File: src/rtl/div_issue_ctrl_if.sv
// Operand and result handshake bundle for div_issue_ctrl.
// The slave side is the controller; the master side is the operand producer / result consumer.
interface div_issue_ctrl_if #(
  parameter int DW = 6,
  parameter int VW = 3,
  parameter int QW = 4
);
  logic          in_valid;
  logic          in_ready;
  logic [DW-1:0] in_dividend;
  logic [VW-1:0] in_divisor;
  logic          out_valid;
  logic          out_ready;
  logic [QW-1:0] out_quot;
  logic [QW-1:0] out_rem;
  logic          out_dbz;
  logic          out_ovf;

  modport slave (
    input  in_valid, in_dividend, in_divisor, out_ready,
    output in_ready, out_valid, out_quot, out_rem, out_dbz, out_ovf
  );

  modport master (
    output in_valid, in_dividend, in_divisor, out_ready,
    input  in_ready, out_valid, out_quot, out_rem, out_dbz, out_ovf
  );
endinterface

File: src/rtl/div_issue_ctrl.sv
// Issue/capture controller around a combinational restoring divider array:
// screens divide-by-zero and quotient overflow, holds operands SETTLE cycles, then captures the result.
module div_issue_ctrl #(
  parameter int DW     = 6,
  parameter int VW     = 3,
  parameter int QW     = 4,
  parameter int SETTLE = 1
) (
  input  logic            clk,
  input  logic            rst_n,
  div_issue_ctrl_if.slave bus,
  output logic [DW-1:0]   div_R_0,
  output logic [VW-1:0]   div_D,
  input  logic [QW-1:0]   div_Q,
  input  logic [QW-1:0]   div_R_n1
);
  localparam logic [3:0] CNT_INIT = 4'(SETTLE - 1);

  typedef enum logic [1:0] {S_IDLE, S_SETTLE, S_HOLD} state_t;

  state_t        r_state;
  state_t        w_next;
  logic [3:0]    r_cnt;
  logic [DW-1:0] r_R0;
  logic [VW-1:0] r_D;
  logic [QW-1:0] r_quot;
  logic [QW-1:0] r_rem;
  logic          r_dbz;
  logic          r_ovf;
  logic          w_accept;
  logic          w_dbz;
  logic          w_ovf;

  // Quotient fits in QW bits only when dividend < divisor * 2^QW.
  function automatic logic f_quot_ovf(input logic [DW-1:0] dvd, input logic [VW-1:0] dvs);
    logic [DW:0] lim;
    lim = (DW+1)'({dvs, {QW{1'b0}}});
    return ({1'b0, dvd} >= lim);
  endfunction

  assign w_dbz = (bus.in_divisor == '0);
  assign w_ovf = f_quot_ovf(bus.in_dividend, bus.in_divisor);

  always_comb begin
    w_next   = r_state;
    w_accept = 1'b0;
    unique case (r_state)
      S_IDLE: begin
        if (bus.in_valid) begin
          w_accept = 1'b1;
          w_next   = (w_dbz || w_ovf) ? S_HOLD : S_SETTLE;
        end
      end
      S_SETTLE: if (r_cnt == 4'd0) w_next = S_HOLD;
      S_HOLD:   if (bus.out_ready) w_next = S_IDLE;
      default:  w_next = S_IDLE;
    endcase
  end

  always_ff @(posedge clk) begin
    if (!rst_n) begin
      r_state <= S_IDLE;
      r_cnt   <= 4'd0;
      r_R0    <= '0;
      r_D     <= '0;
      r_quot  <= '0;
      r_rem   <= '0;
      r_dbz   <= 1'b0;
      r_ovf   <= 1'b0;
    end else begin
      r_state <= w_next;
      if (w_accept) begin
        r_R0 <= bus.in_dividend;
        r_D  <= bus.in_divisor;
        // Error results bypass the array entirely; dbz wins over ovf.
        if (w_dbz) begin
          r_quot <= '1;
          r_rem  <= bus.in_dividend[QW-1:0];
          r_dbz  <= 1'b1;
          r_ovf  <= 1'b0;
        end else if (w_ovf) begin
          r_quot <= '1;
          r_rem  <= '0;
          r_dbz  <= 1'b0;
          r_ovf  <= 1'b1;
        end else begin
          r_cnt <= CNT_INIT;
        end
      end else if (r_state == S_SETTLE) begin
        if (r_cnt == 4'd0) begin
          r_quot <= div_Q;
          r_rem  <= div_R_n1;
          r_dbz  <= 1'b0;
          r_ovf  <= 1'b0;
        end else begin
          r_cnt <= r_cnt - 4'd1;
        end
      end
    end
  end

  assign bus.in_ready  = (r_state == S_IDLE);
  assign bus.out_valid = (r_state == S_HOLD);
  assign bus.out_quot  = r_quot;
  assign bus.out_rem   = r_rem;
  assign bus.out_dbz   = r_dbz;
  assign bus.out_ovf   = r_ovf;
  assign div_R_0       = r_R0;
  assign div_D         = r_D;
endmodule

File: src/flat_wrapper.sv
// flat-port wrapper written by rule: the top's interface ports become plain ports
module div_issue_ctrl_flat 
#(
  parameter int DW     = 6,
  parameter int VW     = 3,
  parameter int QW     = 4,
  parameter int SETTLE = 1
)
  (clk, rst_n, div_R_0, div_D, div_Q, div_R_n1, bus_in_valid, bus_in_dividend, bus_in_divisor, bus_out_ready, bus_in_ready, bus_out_valid, bus_out_quot, bus_out_rem, bus_out_dbz, bus_out_ovf);
  div_issue_ctrl_if #(.DW(DW), .VW(VW), .QW(QW)) bus_i ();
  input  logic clk;
  input  logic rst_n;
  output logic [DW-1:0] div_R_0;
  output logic [VW-1:0] div_D;
  input  logic [QW-1:0] div_Q;
  input  logic [QW-1:0] div_R_n1;
  input wire logic [$bits(bus_i.in_valid)-1:0] bus_in_valid;
  input wire logic [$bits(bus_i.in_dividend)-1:0] bus_in_dividend;
  input wire logic [$bits(bus_i.in_divisor)-1:0] bus_in_divisor;
  input wire logic [$bits(bus_i.out_ready)-1:0] bus_out_ready;
  output wire logic [$bits(bus_i.in_ready)-1:0] bus_in_ready;
  output wire logic [$bits(bus_i.out_valid)-1:0] bus_out_valid;
  output wire logic [$bits(bus_i.out_quot)-1:0] bus_out_quot;
  output wire logic [$bits(bus_i.out_rem)-1:0] bus_out_rem;
  output wire logic [$bits(bus_i.out_dbz)-1:0] bus_out_dbz;
  output wire logic [$bits(bus_i.out_ovf)-1:0] bus_out_ovf;
  assign bus_i.in_valid = bus_in_valid;
  assign bus_i.in_dividend = bus_in_dividend;
  assign bus_i.in_divisor = bus_in_divisor;
  assign bus_i.out_ready = bus_out_ready;
  assign bus_in_ready = bus_i.in_ready;
  assign bus_out_valid = bus_i.out_valid;
  assign bus_out_quot = bus_i.out_quot;
  assign bus_out_rem = bus_i.out_rem;
  assign bus_out_dbz = bus_i.out_dbz;
  assign bus_out_ovf = bus_i.out_ovf;
  div_issue_ctrl #(.DW(DW), .VW(VW), .QW(QW), .SETTLE(SETTLE)) u_core (.clk(clk), .rst_n(rst_n), .bus(bus_i), .div_R_0(div_R_0), .div_D(div_D), .div_Q(div_Q), .div_R_n1(div_R_n1));
endmodule
File: config.mk
export PLATFORM = sky130hd
export DESIGN_NAME = div_issue_ctrl_flat
export DESIGN_NICKNAME = d
export VERILOG_FILES = /design/src/rtl/div_issue_ctrl_if.sv /design/src/rtl/div_issue_ctrl.sv /design/src/flat_wrapper.sv
export SDC_FILE = /design/constraint.sdc
export NUM_CORES = 1
export LEC_CHECK = 0
export ABC_AREA = 1
export CAP_MARGIN = 15
export CORE_MARGIN = 2
export CORE_UTILIZATION = 45
export CTS_BUF_LIST = sky130_fd_sc_hd__clkbuf_4
export DETAILED_ROUTE_END_ITERATION = 10
export PLACE_DENSITY_LB_ADDON = 0.1
export RECOVER_POWER = 50
export SLEW_MARGIN = 20
export SYNTH_ARGS = -nofsm -noshare
export SYNTH_HDL_FRONTEND = slang
export SYNTH_SLANG_ARGS = --single-unit
File: constraint.sdc
create_clock -name clk -period 1.6 [get_ports clk]
set_input_delay 0.32 -clock clk [delete_from_list [all_inputs] [get_ports clk]]
set_output_delay 0.32 -clock clk [all_outputs]
set_load 0.02 [all_outputs]
# Word level (Yosys, flattened, before mapping)
# Cells that the tools add are included.
totals:
  output_inout_bits: 21
  register_bits: 25
  inputBits: 21
classes:
  reduce_logical: 9
  n_lt_le_gt_ge: 1
  n_eq_ne: 9
  add_sub_neg: 1
  mux: 30
op_table:
  columns: ["operator", "n"]
  rows:
  - ["4-bit 2-to-1 mux", 15]
  - ["1-bit 2-to-1 mux", 10]
  - ["2-bit inequality test, second input constant", 5]
  - ["2-bit 2-to-1 mux", 4]
  - ["6-bit by 7-bit greater-or-equal comparator with 1-bit output", 1]
  - ["2-bit case mux with 3 select lines", 1]
  - ["3-bit AND reduction", 2]
  - ["4-bit logical NOT", 1]
  - ["4-bit AND reduction", 1]
  - ["2-bit nonzero test", 2]
  - ["4-bit by 1-bit subtractor with 4-bit output, second input constant", 1]
  - ["3-bit logical NOT", 1]
  - ["3-bit inequality test, second input constant", 1]
  - ["2-bit by 1-bit equality test with 1-bit output, second input constant", 1]
  - ["2-bit equality test, second input constant", 1]
  - ["2-bit logical NOT", 1]
  - ["2-bit by 1-bit inequality test with 1-bit output, second input constant", 1]
  - ["1-bit logical OR", 1]

# Logic depth before layout (Yosys ltp)
# Gate-level depths: netlist (run 1).
logic_depth:
  depth_word: 5
  ltp_mapped: 11
  ltp_nobuf: 10

# Worst setup path after synthesis (run 1)
# Ideal clock, no wire load.
synth_path:
  path_kind: "input -> register"
  from: "input port bus_in_divisor[1]"
  to: "register u_core.r_ovf, in the netlist u_core.bus.out_ovf"
  t_required_ns: 1.536
  cell_stages: 11
  arrival_time_ns: 1.404
  path_buffers: 1
  path_slack_ns: 0.133
  cell_sequence: "inv_1 ha_1 nand2_1 nor2_1 nand3_1 nand3_4 nand3_2 buf_6 nand2_2 nand2_1 nor2_1"
synth_between:
  elab_chain_cells: 3
synth_lines:
  columns: ["item", "line", "rtl"]
  rows:
  - ["from (decl)", "flat_wrapper.sv:19", "input wire logic [$bits(bus_i.in_divisor)-1:0] bus_in_divisor;"]
  - ["6-bit by 7-bit greater-or-equal comparator with 1-bit output / 3-bit logical NOT (equally long branches)", "div_issue_ctrl.sv:38, div_issue_ctrl.sv:41", null]
  - ["3-bit inequality test (no source line) / 1-bit 2-to-1 mux (equally long branches)", null, null]
  - ["3-bit AND reduction (no source line) / 1-bit 2-to-1 mux (equally long branches)", null, null]
  - ["to (signal assigned)", "div_issue_ctrl.sv:69", "r_ovf <= 1'b0;"]
  - ["to (signal assigned)", "div_issue_ctrl.sv:80", "r_ovf <= 1'b0;"]
  - ["to (signal assigned)", "div_issue_ctrl.sv:85", "r_ovf <= 1'b1;"]
  - ["to (decl)", "div_issue_ctrl.sv:29", "logic r_ovf;"]
# Parallel ways exist; a longest one is shown, timed or not.
# A chain may end at the register's enable or synchronous reset.

# Final worst setup path (run 1)
layout_path:
  from: "register u_core.r_state[0]"
  to: "register u_core.r_cnt[0]"
layout_between:
  elab_chain_cells: 4
layout_lines:
  columns: ["item", "line", "rtl"]
  rows:
  - ["from (decl)", "div_issue_ctrl.sv:21", "state_t r_state;"]
  - ["from (signal assigned)", "div_issue_ctrl.sv:71", "r_state <= w_next;"]
  - ["2-bit logical NOT", "div_issue_ctrl.sv:47", "unique case (r_state)"]
  - ["1-bit 2-to-1 mux", "div_issue_ctrl.sv:47", null]
  - ["2-bit inequality test (no source line), or another cell as far along", null, null]
  - ["4-bit AND reduction (no source line)", null, null]
  - ["to (signal assigned)", "div_issue_ctrl.sv:96", "r_cnt <= r_cnt - 4'd1;"]
  - ["to (decl)", "div_issue_ctrl.sv:23", "logic [3:0] r_cnt;"]
# Parallel ways exist; a longest one is shown, timed or not.

==> results of run 1 <==
==> state kept, by name, indices dropped and copies added (netlist names) <==
name / flops
u_core.div_R_0: 6
u_core.bus.out_quot: 4
u_core.bus.out_rem: 4
u_core.r_cnt: 4
u_core.div_D: 3
u_core.r_state: 2
u_core.bus.out_dbz: 1
u_core.bus.out_ovf: 1
==> report_power, final <==
group / total [mW] / switching (mW) / internal [mW]
combinational: 1.11 / 0.655 / 0.458
clock: 0.284 / 0.190 / 0.0938
sequential: 0.824 / 0.0700 / 0.754
total: 2.22 / 0.915 / 1.31
==> cell families after synthesis <==
logic type	Yosys count	share of synthesized area (%)
compound gates	32	14.0
simple gates	79	29.9
fa+ha+maj	4	3.82
buf+inv	42	12.8
flops	25	38.2
xor+xnor	2	1.34
==> through the flow <==
| stage | hold slack [ns] | setup slack, ns | area [sq um] |
|---|---|---|---|
| final | 0.356 | 0.118 | 1920 |
| after CTS | 0.461 | -0.0110 | 1900 |
| after global placement | 0.435 | -0.412 | 1860 |
| after global routing | 0.366 | 0.00619 | 1920 |
| after floorplan | 0.455 | 0.133 | 1310 |
| after detailed placement | 0.444 | -0.485 | 1860 |
==> worst max path at each step <==
stage | start | to | slack (ns) | depth (start not counted)
6_report | u_core.r_state[0]$_SDFFE_PN0P_ | u_core.r_cnt[0]$_SDFFE_PN0P_ | 0.12 | 7
5_1_grt | u_core.r_state[0]$_SDFFE_PN0P_ | u_core.r_cnt[0]$_SDFFE_PN0P_ | 0.006 | 7
4_1_cts | bus_in_dividend[4] | u_core.r_cnt[0]$_SDFFE_PN0P_ | -0.01 | 10
3_5_place_dp | bus_in_divisor[1] | u_core.bus.out_dbz$_SDFFE_PN0P_ | -0.48 | 11
3_3_place_gp | bus_in_divisor[1] | u_core.bus.out_rem[3]$_SDFFE_PN0P_ | -0.41 | 11
2_1_floorplan | bus_in_divisor[1] | u_core.bus.out_ovf$_SDFFE_PN0P_ | 0.13 | 11
==> timing repair <==
action	4_1_cts	5_1_grt
buffers inserted	0	1
hold buffers	0	0
cloned	1	0
gates resized for setup	25	20
setup endpoints to repair	30	20
hold endpoints to repair	0	0
pin swaps	2	6
==> area by class of cell <==
| cell class | instances | area [sq um] |
|---|---|---|
| Clock buffer | 3 | 22.5 |
| Clock inverter | 1 | 5.00 |
| Fill cell | 250 | 838 |
| Inverter | 36 | 135 |
| Multi-Input combinational cell | 118 | 697 |
| Sequential cell | 25 | 503 |
| Tap cell | 31 | 38.8 |
| Timing Repair Buffer | 60 | 518 |
==> cells in the final DEF (no fill, tap or decap), drive strengths merged <==
cell type and count:
a22oi 1, dfxtp 25, dlygate4sd2 16, nand4 10
ha 4, o21bai 1, nand2 30, inv 36
xor2 1, clkbuf 9, nand3 11, clkinv 1
clkdlybuf4s50 16, o21a 2, buf 18, nor2 29
xnor2 1, a21oi 14, o21ai 10, a21boi 4
dlymetal6s2s 4
==> metal layers <==
layer | vias to the layer above | part of all wire, %
met2 | 36 | 51
li1 | 703 | -
met1 | 625 | 43
met3 | 5 | 4.4
met5 | - | 0
met4 | 0 | 1.2
==> worst max-delay path: stages, from the launching register on <==
cell and delay, ns:
dfxtp_2 0.36, nor2_4 0.24, nand2_4 0.14, nor2_4 0.15, nand3_4 0.14, buf_4 0.17
a22oi_1 0.13, nor2_1 0.06
==> impl_metrics.toml, run 1 <==
[clock_tree]
clk_pin_slew_ns = 0.14
root_buffer = "clkbuf_4"
htree_num_levels = 1
clock_latency_ns = 0.32
cts_tree = "done"
clockBufferDepth = 2
clock-sinks = 25
cts_buffers = 3

[grt]
overflow = 0
grt_pass1_vias = 1372
met2_usage_pct = 37.3
grt_max_degree = 16
gr-usage-met3_pct = 2.01
antenna_found_initial = 0
grt_pass1_wl_microns = 5410
grt.total_usage_pct = 20.4
met1_usage_pct = 24.7
top_usage_layer = "met2"

[sta]
maxClockFrequency_mhz = 675
hold_viol = 0
finClkSkew_ns = 0.00699
worstMarginPinSlew_ns = 0.294
rsz0062_at_grt = "false"
setup-tns-final_ns = 0
finalMaxSlewViolations = 0
fin_crit_sh_pct = 92.6
post-route-min-period_ns = 1.48
final-setup-viol-count = 0
relSlewSlack_pct = 80.4

[power]
powerDensity_nw_per_um2 = 1160
p_total_mw = 2.22
p_leak_nw = 0.972
ir_worst_vdd_uv = 958

[finish]
diodes = 0
nets = 269
syn_to_final_growth_pct = 46.4
drive_above_1_share_pct = 18.9
final_cells = 274
final_util_pct = 69.6

[worst_setup_path]
crit_fanout = 10
r2r_start = "u_core.r_state[0]$_SDFFE_PN0P_"
start_kind = "flip-flop"
rrSetupSlack_ns = 0.12
arrival_ns = 1.72
cp-end-kind = "flip-flop"
r2r_cells = 7
crit_required_ns = 1.84
timing.rr.end = "u_core.r_cnt[0]$_SDFFE_PN0P_"
crit_type = "reg -> reg"

[floorplanning]
chipHeight_microns = 58.0
die_area_sq_um = 3360
die_w_microns = 58.0
initial_core_util_pct = 47.5
core_area_sq_um = 2760
rows = 19
io_pins = 42

[placed_design]
port_buffers = 41
hpwl_microns = 2410
gp_congestion = 0.844
placedCellCount = 268

[yosys]
ys_seq_elements = 25
async_reset_ff_share_pct = 0
yosys_warnings = 0
syn_avg_cell_area_sq_um = 7.13
synth_area_leaders = "dfxtp_1 (38%), inv_1 (10%), nor2_1 (7.7%)"
syn_nets = 209
syn_area_sq_um = 1310
ys_types = 24
synth_common_cells = "inv_1 (36), nor2_1 (27), dfxtp_1 (25)"
synth_area_leader_cell = "dfxtp_1"
synth_cells = 184
synth_edf_count = 0
synthFlopType = "dfxtp_1"
synth_top_area_share_pct = 38.2
yosysMostFrequentCell = "inv_1"
ys_seq_area_share_pct = 38.2

[drt]
avgRoutedWirePerCell_microns = 11.8
ant_nets = 0
post_drt_via_cell_ratio = 5.00
dr.pass1.iters = 4
wirelength_microns = 3230
drc_errors = 0
vias = 1369
drt_iter0_drc = 29

[hold_path]
whs_path_depth = 4
hold_path_end = "u_core.div_R_0[4]$_SDFFE_PN0P_"
hold_path_startpoint = "bus_in_dividend[4]"
hold_class = "in -> reg"

[outcome]
outcome = "finished, final reports clean"

[flow_run]
cap_violations = 0
No activity file was read; power rests on OpenSTA's default activity.
==> run 2: changes to the inputs <==
--- a/config.mk
+++ b/config.mk
@@ -13,7 +13,7 @@
 export DETAILED_ROUTE_END_ITERATION = 10
 export PLACE_DENSITY_LB_ADDON = 0.1
 export RECOVER_POWER = 50
-export SLEW_MARGIN = 20
+export SLEW_MARGIN = 40
 export SYNTH_ARGS = -nofsm -noshare
 export SYNTH_HDL_FRONTEND = slang
 export SYNTH_SLANG_ARGS = --single-unit
==> constraint.sdc (replaced) <==
create_clock -name clk -period 1.85 [get_ports clk]
set_input_delay 0.37 -clock clk [delete_from_list [all_inputs] [get_ports clk]]
set_output_delay 0.37 -clock clk [all_outputs]
set_load 0.02 [all_outputs]
==> impl_metrics.toml, run 2 (same netlist as run 1, synthesis figures left out) <==
[drt]
post_drt_via_cell_ratio = 5.06
vias = 1342
drt_iter0_drc = 36
avgRoutedWirePerCell_microns = 11.4
dr.pass1.iters = 4
drc_errors = 0
ant_nets = 0
wirelength_microns = 3030

[power]
switchingPower_uw = 747
power_frac_clock_pct = 13.2
comb_power_share_pct = 48.4
p_leak_nw = 0.877
ir_worst_vdd_uv = 964
p_int_mw = 1.11
power_frac_seq_pct = 38.4
powerDensity_nw_per_um2 = 1010
p_sw_share_pct = 40.3

[finish]
largest_reg_flops = 6
syn_to_final_growth_pct = 40.3
multi_input_area_sq_um = 651
drive_above_1_share_pct = 11.5
fillCellCount = 251
nets = 260
seq_area_sq_um = 500
layout_commonest_cell = "inv_1"
diodes = 0
layout_common_cells = "inv_1 (36), nor2_1 (27), dfxtp_1 (25)"

[floorplanning]
die_w_microns = 58.0
die_area_sq_um = 3360
initial_core_util_pct = 47.5
core_area_sq_um = 2760
rows = 19
io_pins = 42
chipHeight_microns = 58.0

[sta]
finalMaxSlewViolations = 0
hold_viol = 0
finClkSkew_ns = 0.00582
fin_crit_sh_pct = 93.1
relSlewSlack_pct = 78.6
worstMarginPinSlew_ns = 0.320
hold_ws_ns = 0.455
post-route-min-period_ns = 1.72
maxClockFrequency_mhz = 580
layout_setup_ws_ns = 0.127
final-setup-viol-count = 0
setup-tns-final_ns = 0
rsz0062_at_grt = "false"

[grt]
grt_pass1_wl_microns = 5430
grt.total_usage_pct = 20.4
overflow = 0
antenna_found_initial = 0
grt_max_degree = 16
grt_pass1_vias = 1340

[worst_setup_path]
arrival_ns = 1.35
start_kind = "flip-flop"
slowest_delay_ns = 0.67
path_cells = "dlygate4sd3_1"
crit_type = "reg -> out"
crit_buf_inv = 1
crit_fanout = 2
cp-end-kind = "output port"
slowest_stage = "dlygate4sd3_1"
crit_required_ns = 1.48
crit_family = "buffers and inverters"

[clock_tree]
root_buffer = "clkbuf_4"
clock_latency_ns = 0.32
clockBufferDepth = 2
clock-sinks = 25
cts_tree = "done"
cts_buffers = 3
clk_pin_slew_ns = 0.13
cts_setup_buffers = 0
htree_num_levels = 1

[placed_design]
gp_congestion = 0.828
port_buffers = 41
hpwl_microns = 2420
post-place-ws_ns = -0.323

[outcome]
outcome = "finished, final reports clean"

[flow_run]
cap_violations = 0

[hold_path]
hold_class = "reg -> reg"
==> run 2: changes by cell type in the layout (fill, tap and decap cells not counted), moves of 3 or more <==
cell | previous run | this run
dlymetal6s2s_1 | 4 | 0
buf_4 | 16 | 10
clkdlybuf4s50_1 | 16 | 24
o21ai_0 | 6 | 9
dlygate4sd2_1 | 16 | 2
dlygate4sd3_1 | 0 | 15
clkbuf_1 | 4 | 1
==> run 2: path summary, 6_finish.rpt <==
kind,startpoint,to,slack (ns),cells after the start
hold reg to reg,u_core.bus.out_quot[2]$_SDFFE_PN0P_,u_core.bus.out_quot[2]$_SDFFE_PN0P_,0.45,2
hold / removal,u_core.bus.out_quot[2]$_SDFFE_PN0P_,u_core.bus.out_quot[2]$_SDFFE_PN0P_,0.45,2
setup reg to reg,u_core.r_state[1]$_SDFFE_PN0P_,u_core.div_D[2]$_SDFFE_PN0P_,0.27,7
setup / recovery,u_core.bus.out_quot[0]$_SDFFE_PN0P_,bus_out_quot[0],0.13,1
==> run 2: power groups by stage <==
stage	sequential, mW	clock, mW	combinational (mW)
after global placement	0.721	0	0.900
after detailed placement	0.729	0	0.925
after CTS	0.717	0.252	0.922
after floorplan	0.825	0	0.480
after global routing	0.730	0.281	1.00
final	0.712	0.244	0.897
==> run 2: timing repair <==
item | in CTS | in global routing
resized for setup | 2 | 1
hold buffers | 0 | 0
setup endpoints to repair | 2 | 11
endpoints found under the hold margin | 0 | 0
==> run 2: layout make-up <==
class	count	area share (%)
clock inverter	1	0.272
tap	31	2.11
multi-input combinational	117	35.4
sequential	25	27.2
inverter	36	7.35
clock buffer	3	1.22
timing repair buffer	52	26.5
==> run 2: per-layer routing <==
| metal | GRT usage (%) | vias up | routed length (microns) |
|---|---|---|---|
| met2 | 36.0 | 44 | 1540 |
| met5 | 0 | - | 0 |
| li1 | - | 683 | - |
| met4 | 7.31 | 0 | 22 |
| met1 | 24.8 | 613 | 1300 |
| met3 | 3.35 | 2 | 161 |
==> run 2: per-stage QoR <==
stage | power [mW] | utilization, % | cell area [sq um] | instances
after detailed placement | 1.65 | 65.7 | 1810 | 261
after global routing | 2.01 | 66.7 | 1840 | 265
after global placement | 1.62 | 65.7 | 1810 | 261
after CTS | 1.89 | 66.6 | 1840 | 265
final | 1.85 | 66.7 | 1840 | 265
after floorplan | 1.30 | - | 1310 | 184
==> run 3: changes to the inputs <==
--- a/config.mk
+++ b/config.mk
@@ -12,7 +12,6 @@
 export CTS_BUF_LIST = sky130_fd_sc_hd__clkbuf_4
 export DETAILED_ROUTE_END_ITERATION = 10
 export PLACE_DENSITY_LB_ADDON = 0.1
-export RECOVER_POWER = 50
 export SLEW_MARGIN = 40
 export SYNTH_ARGS = -nofsm -noshare
 export SYNTH_HDL_FRONTEND = slang
==> impl_metrics.toml, run 3 (same netlist as run 1, synthesis figures left out) <==
[clock_tree]
cts_tree = "done"
clock_latency_ns = 0.32
clockBufferDepth = 2
clk_pin_slew_ns = 0.13
cts_hold_buf = 0
root_buffer = "clkbuf_4"
htree_num_levels = 1
cts_buffers = 3
clock-sinks = 25

[power]
comb_power_share_pct = 49.1
ir_worst_vdd_uv = 973
power_frac_seq_pct = 37.9
p_leak_nw = 0.843
switchingPower_uw = 752
p_total_mw = 1.89
power_frac_clock_pct = 13.0
p_sw_share_pct = 39.9
powerDensity_nw_per_um2 = 1020
p_int_mw = 1.13

[drt]
drc_errors = 0
post_drt_via_cell_ratio = 5.05
ant_nets = 0
dr.pass1.iters = 4
wirelength_microns = 3040
drt_iter0_drc = 40
avgRoutedWirePerCell_microns = 11.5
vias = 1338

[outcome]
outcome = "finished, final reports clean"

[floorplanning]
core_area_sq_um = 2760
die_w_microns = 58.0
chipHeight_microns = 58.0
die_area_sq_um = 3360
initial_core_util_pct = 47.5
io_pins = 42
rows = 19

[sta]
fin_crit_sh_pct = 92.3
maxClockFrequency_mhz = 586
finClkSkew_ns = 0.00542
setup-tns-final_ns = 0
hold_viol = 0
layout_setup_ws_ns = 0.143
final-setup-viol-count = 0
worstMarginPinSlew_ns = 0.321
relSlewSlack_pct = 78.5
hold_ws_ns = 0.458
finalMaxSlewViolations = 0
rsz0062_at_grt = "false"
post-route-min-period_ns = 1.71

[grt]
gr-usage-met3_pct = 3.35
antenna_found_initial = 0
met1_usage_pct = 24.8
grt_pass1_vias = 1340
grt_pass1_wl_microns = 5430
grt.total_usage_pct = 20.4
met2_usage_pct = 36.0
overflow = 0
top_usage_layer = "met2"
grt_max_degree = 16

[finish]
nets = 260
final_util_pct = 66.8
largest_reg_flops = 6
layout_common_cells = "clkdlybuf4s50_1 (39), inv_1 (36), nor2_1 (27)"
diodes = 0
drive_above_1_share_pct = 12.0
fillCellCount = 249
layout_commonest_cell = "clkdlybuf4s50_1"
syn_to_final_growth_pct = 40.6

[placed_design]
hpwl_microns = 2420
post-place-ws_ns = -0.323
port_buffers = 41
gp_congestion = 0.828

[worst_setup_path]
crit_fanout = 11
arrival_ns = 1.98
crit_type = "in -> reg"
start_kind = "input pin"
crit_required_ns = 2.12
cp-end-kind = "flip-flop"

[hold_path]
hold_class = "reg -> reg"

[flow_run]
cap_violations = 0
## run 3: cell types whose count changed in the layout (fill, tap and decap cells not counted)
cell	delta
dlygate4sd3_1	-15
clkdlybuf4s50_1	+15
clkbuf_1	-1
buf_4	+1
## run 3: cell type report
cell class	count	area (sq um)	share of cell area (%)
Tap cell	31	38.8	2.10
Sequential cell	25	500	27.2
Inverter	36	135	7.33
Multi-Input combinational cell	117	651	35.3
Clock buffer	3	22.5	1.22
Timing Repair Buffer	52	490	26.6
Clock inverter	1	5.00	0.272
## run 3: timing repair
| item | in CTS | in global routing |
|---|---|---|
| pin swaps | 0 | 0 |
| resized for setup | 2 | 1 |
| setup endpoints to repair | 2 | 11 |
| gates cloned | 0 | 0 |
| setup buffers | 0 | 0 |
## run 3: routing by layer
| layer | part of all wire, % | vias to the layer above | wire (microns) |
|---|---|---|---|
| met5 | 0 | - | 0 |
| met3 | 4.9 | 2 | 150 |
| met2 | 50 | 42 | 1540 |
| met4 | 0.72 | 0 | 22 |
| li1 | - | 681 | - |
| met1 | 44 | 613 | 1340 |
## run 3: worst paths after layout
| kind | start | endpoint | slack, ns | depth (start not counted) |
|---|---|---|---|---|
| worst max-delay path | bus_in_divisor[1] | u_core.bus.out_rem[0]$_SDFFE_PN0P_ | 0.14 | 11 |
| worst min-delay path | u_core.bus.out_quot[2]$_SDFFE_PN0P_ | u_core.bus.out_quot[2]$_SDFFE_PN0P_ | 0.46 | 2 |
| worst max register to register | u_core.r_state[1]$_SDFFE_PN0P_ | u_core.div_D[2]$_SDFFE_PN0P_ | 0.28 | 7 |
| worst min register to register | u_core.bus.out_quot[2]$_SDFFE_PN0P_ | u_core.bus.out_quot[2]$_SDFFE_PN0P_ | 0.46 | 2 |
## run 3: worst max-delay path, stage by stage
cell	delay, ns
clkdlybuf4s50_1	0.45
inv_1	0.05
ha_1	0.29
nand2_1	0.05
nor2_1	0.09
nand3_1	0.12
nand3_4	0.14
nand3_4	0.17
nand2_2	0.09
inv_1	0.04
nor2_1	0.10
## run 3: through the flow
| step | instance area (sq um) | std cells |
|---|---|---|
| detailed placement | 1810 | 261 |
| global placement | 1810 | 261 |
| finish | 1840 | 265 |
| floorplan | 1310 | 184 |
| CTS | 1840 | 265 |
| global route | 1840 | 265 |
## run 3: power by group through the flow
stage               Combinational, mW  Clock [mW]  Sequential, mW
global route                     1.03       0.281           0.733
detailed placement              0.925           0           0.729
finish                          0.926       0.244           0.716
global placement                0.900           0           0.721
floorplan                       0.480           0           0.825
CTS                             0.922       0.252           0.717
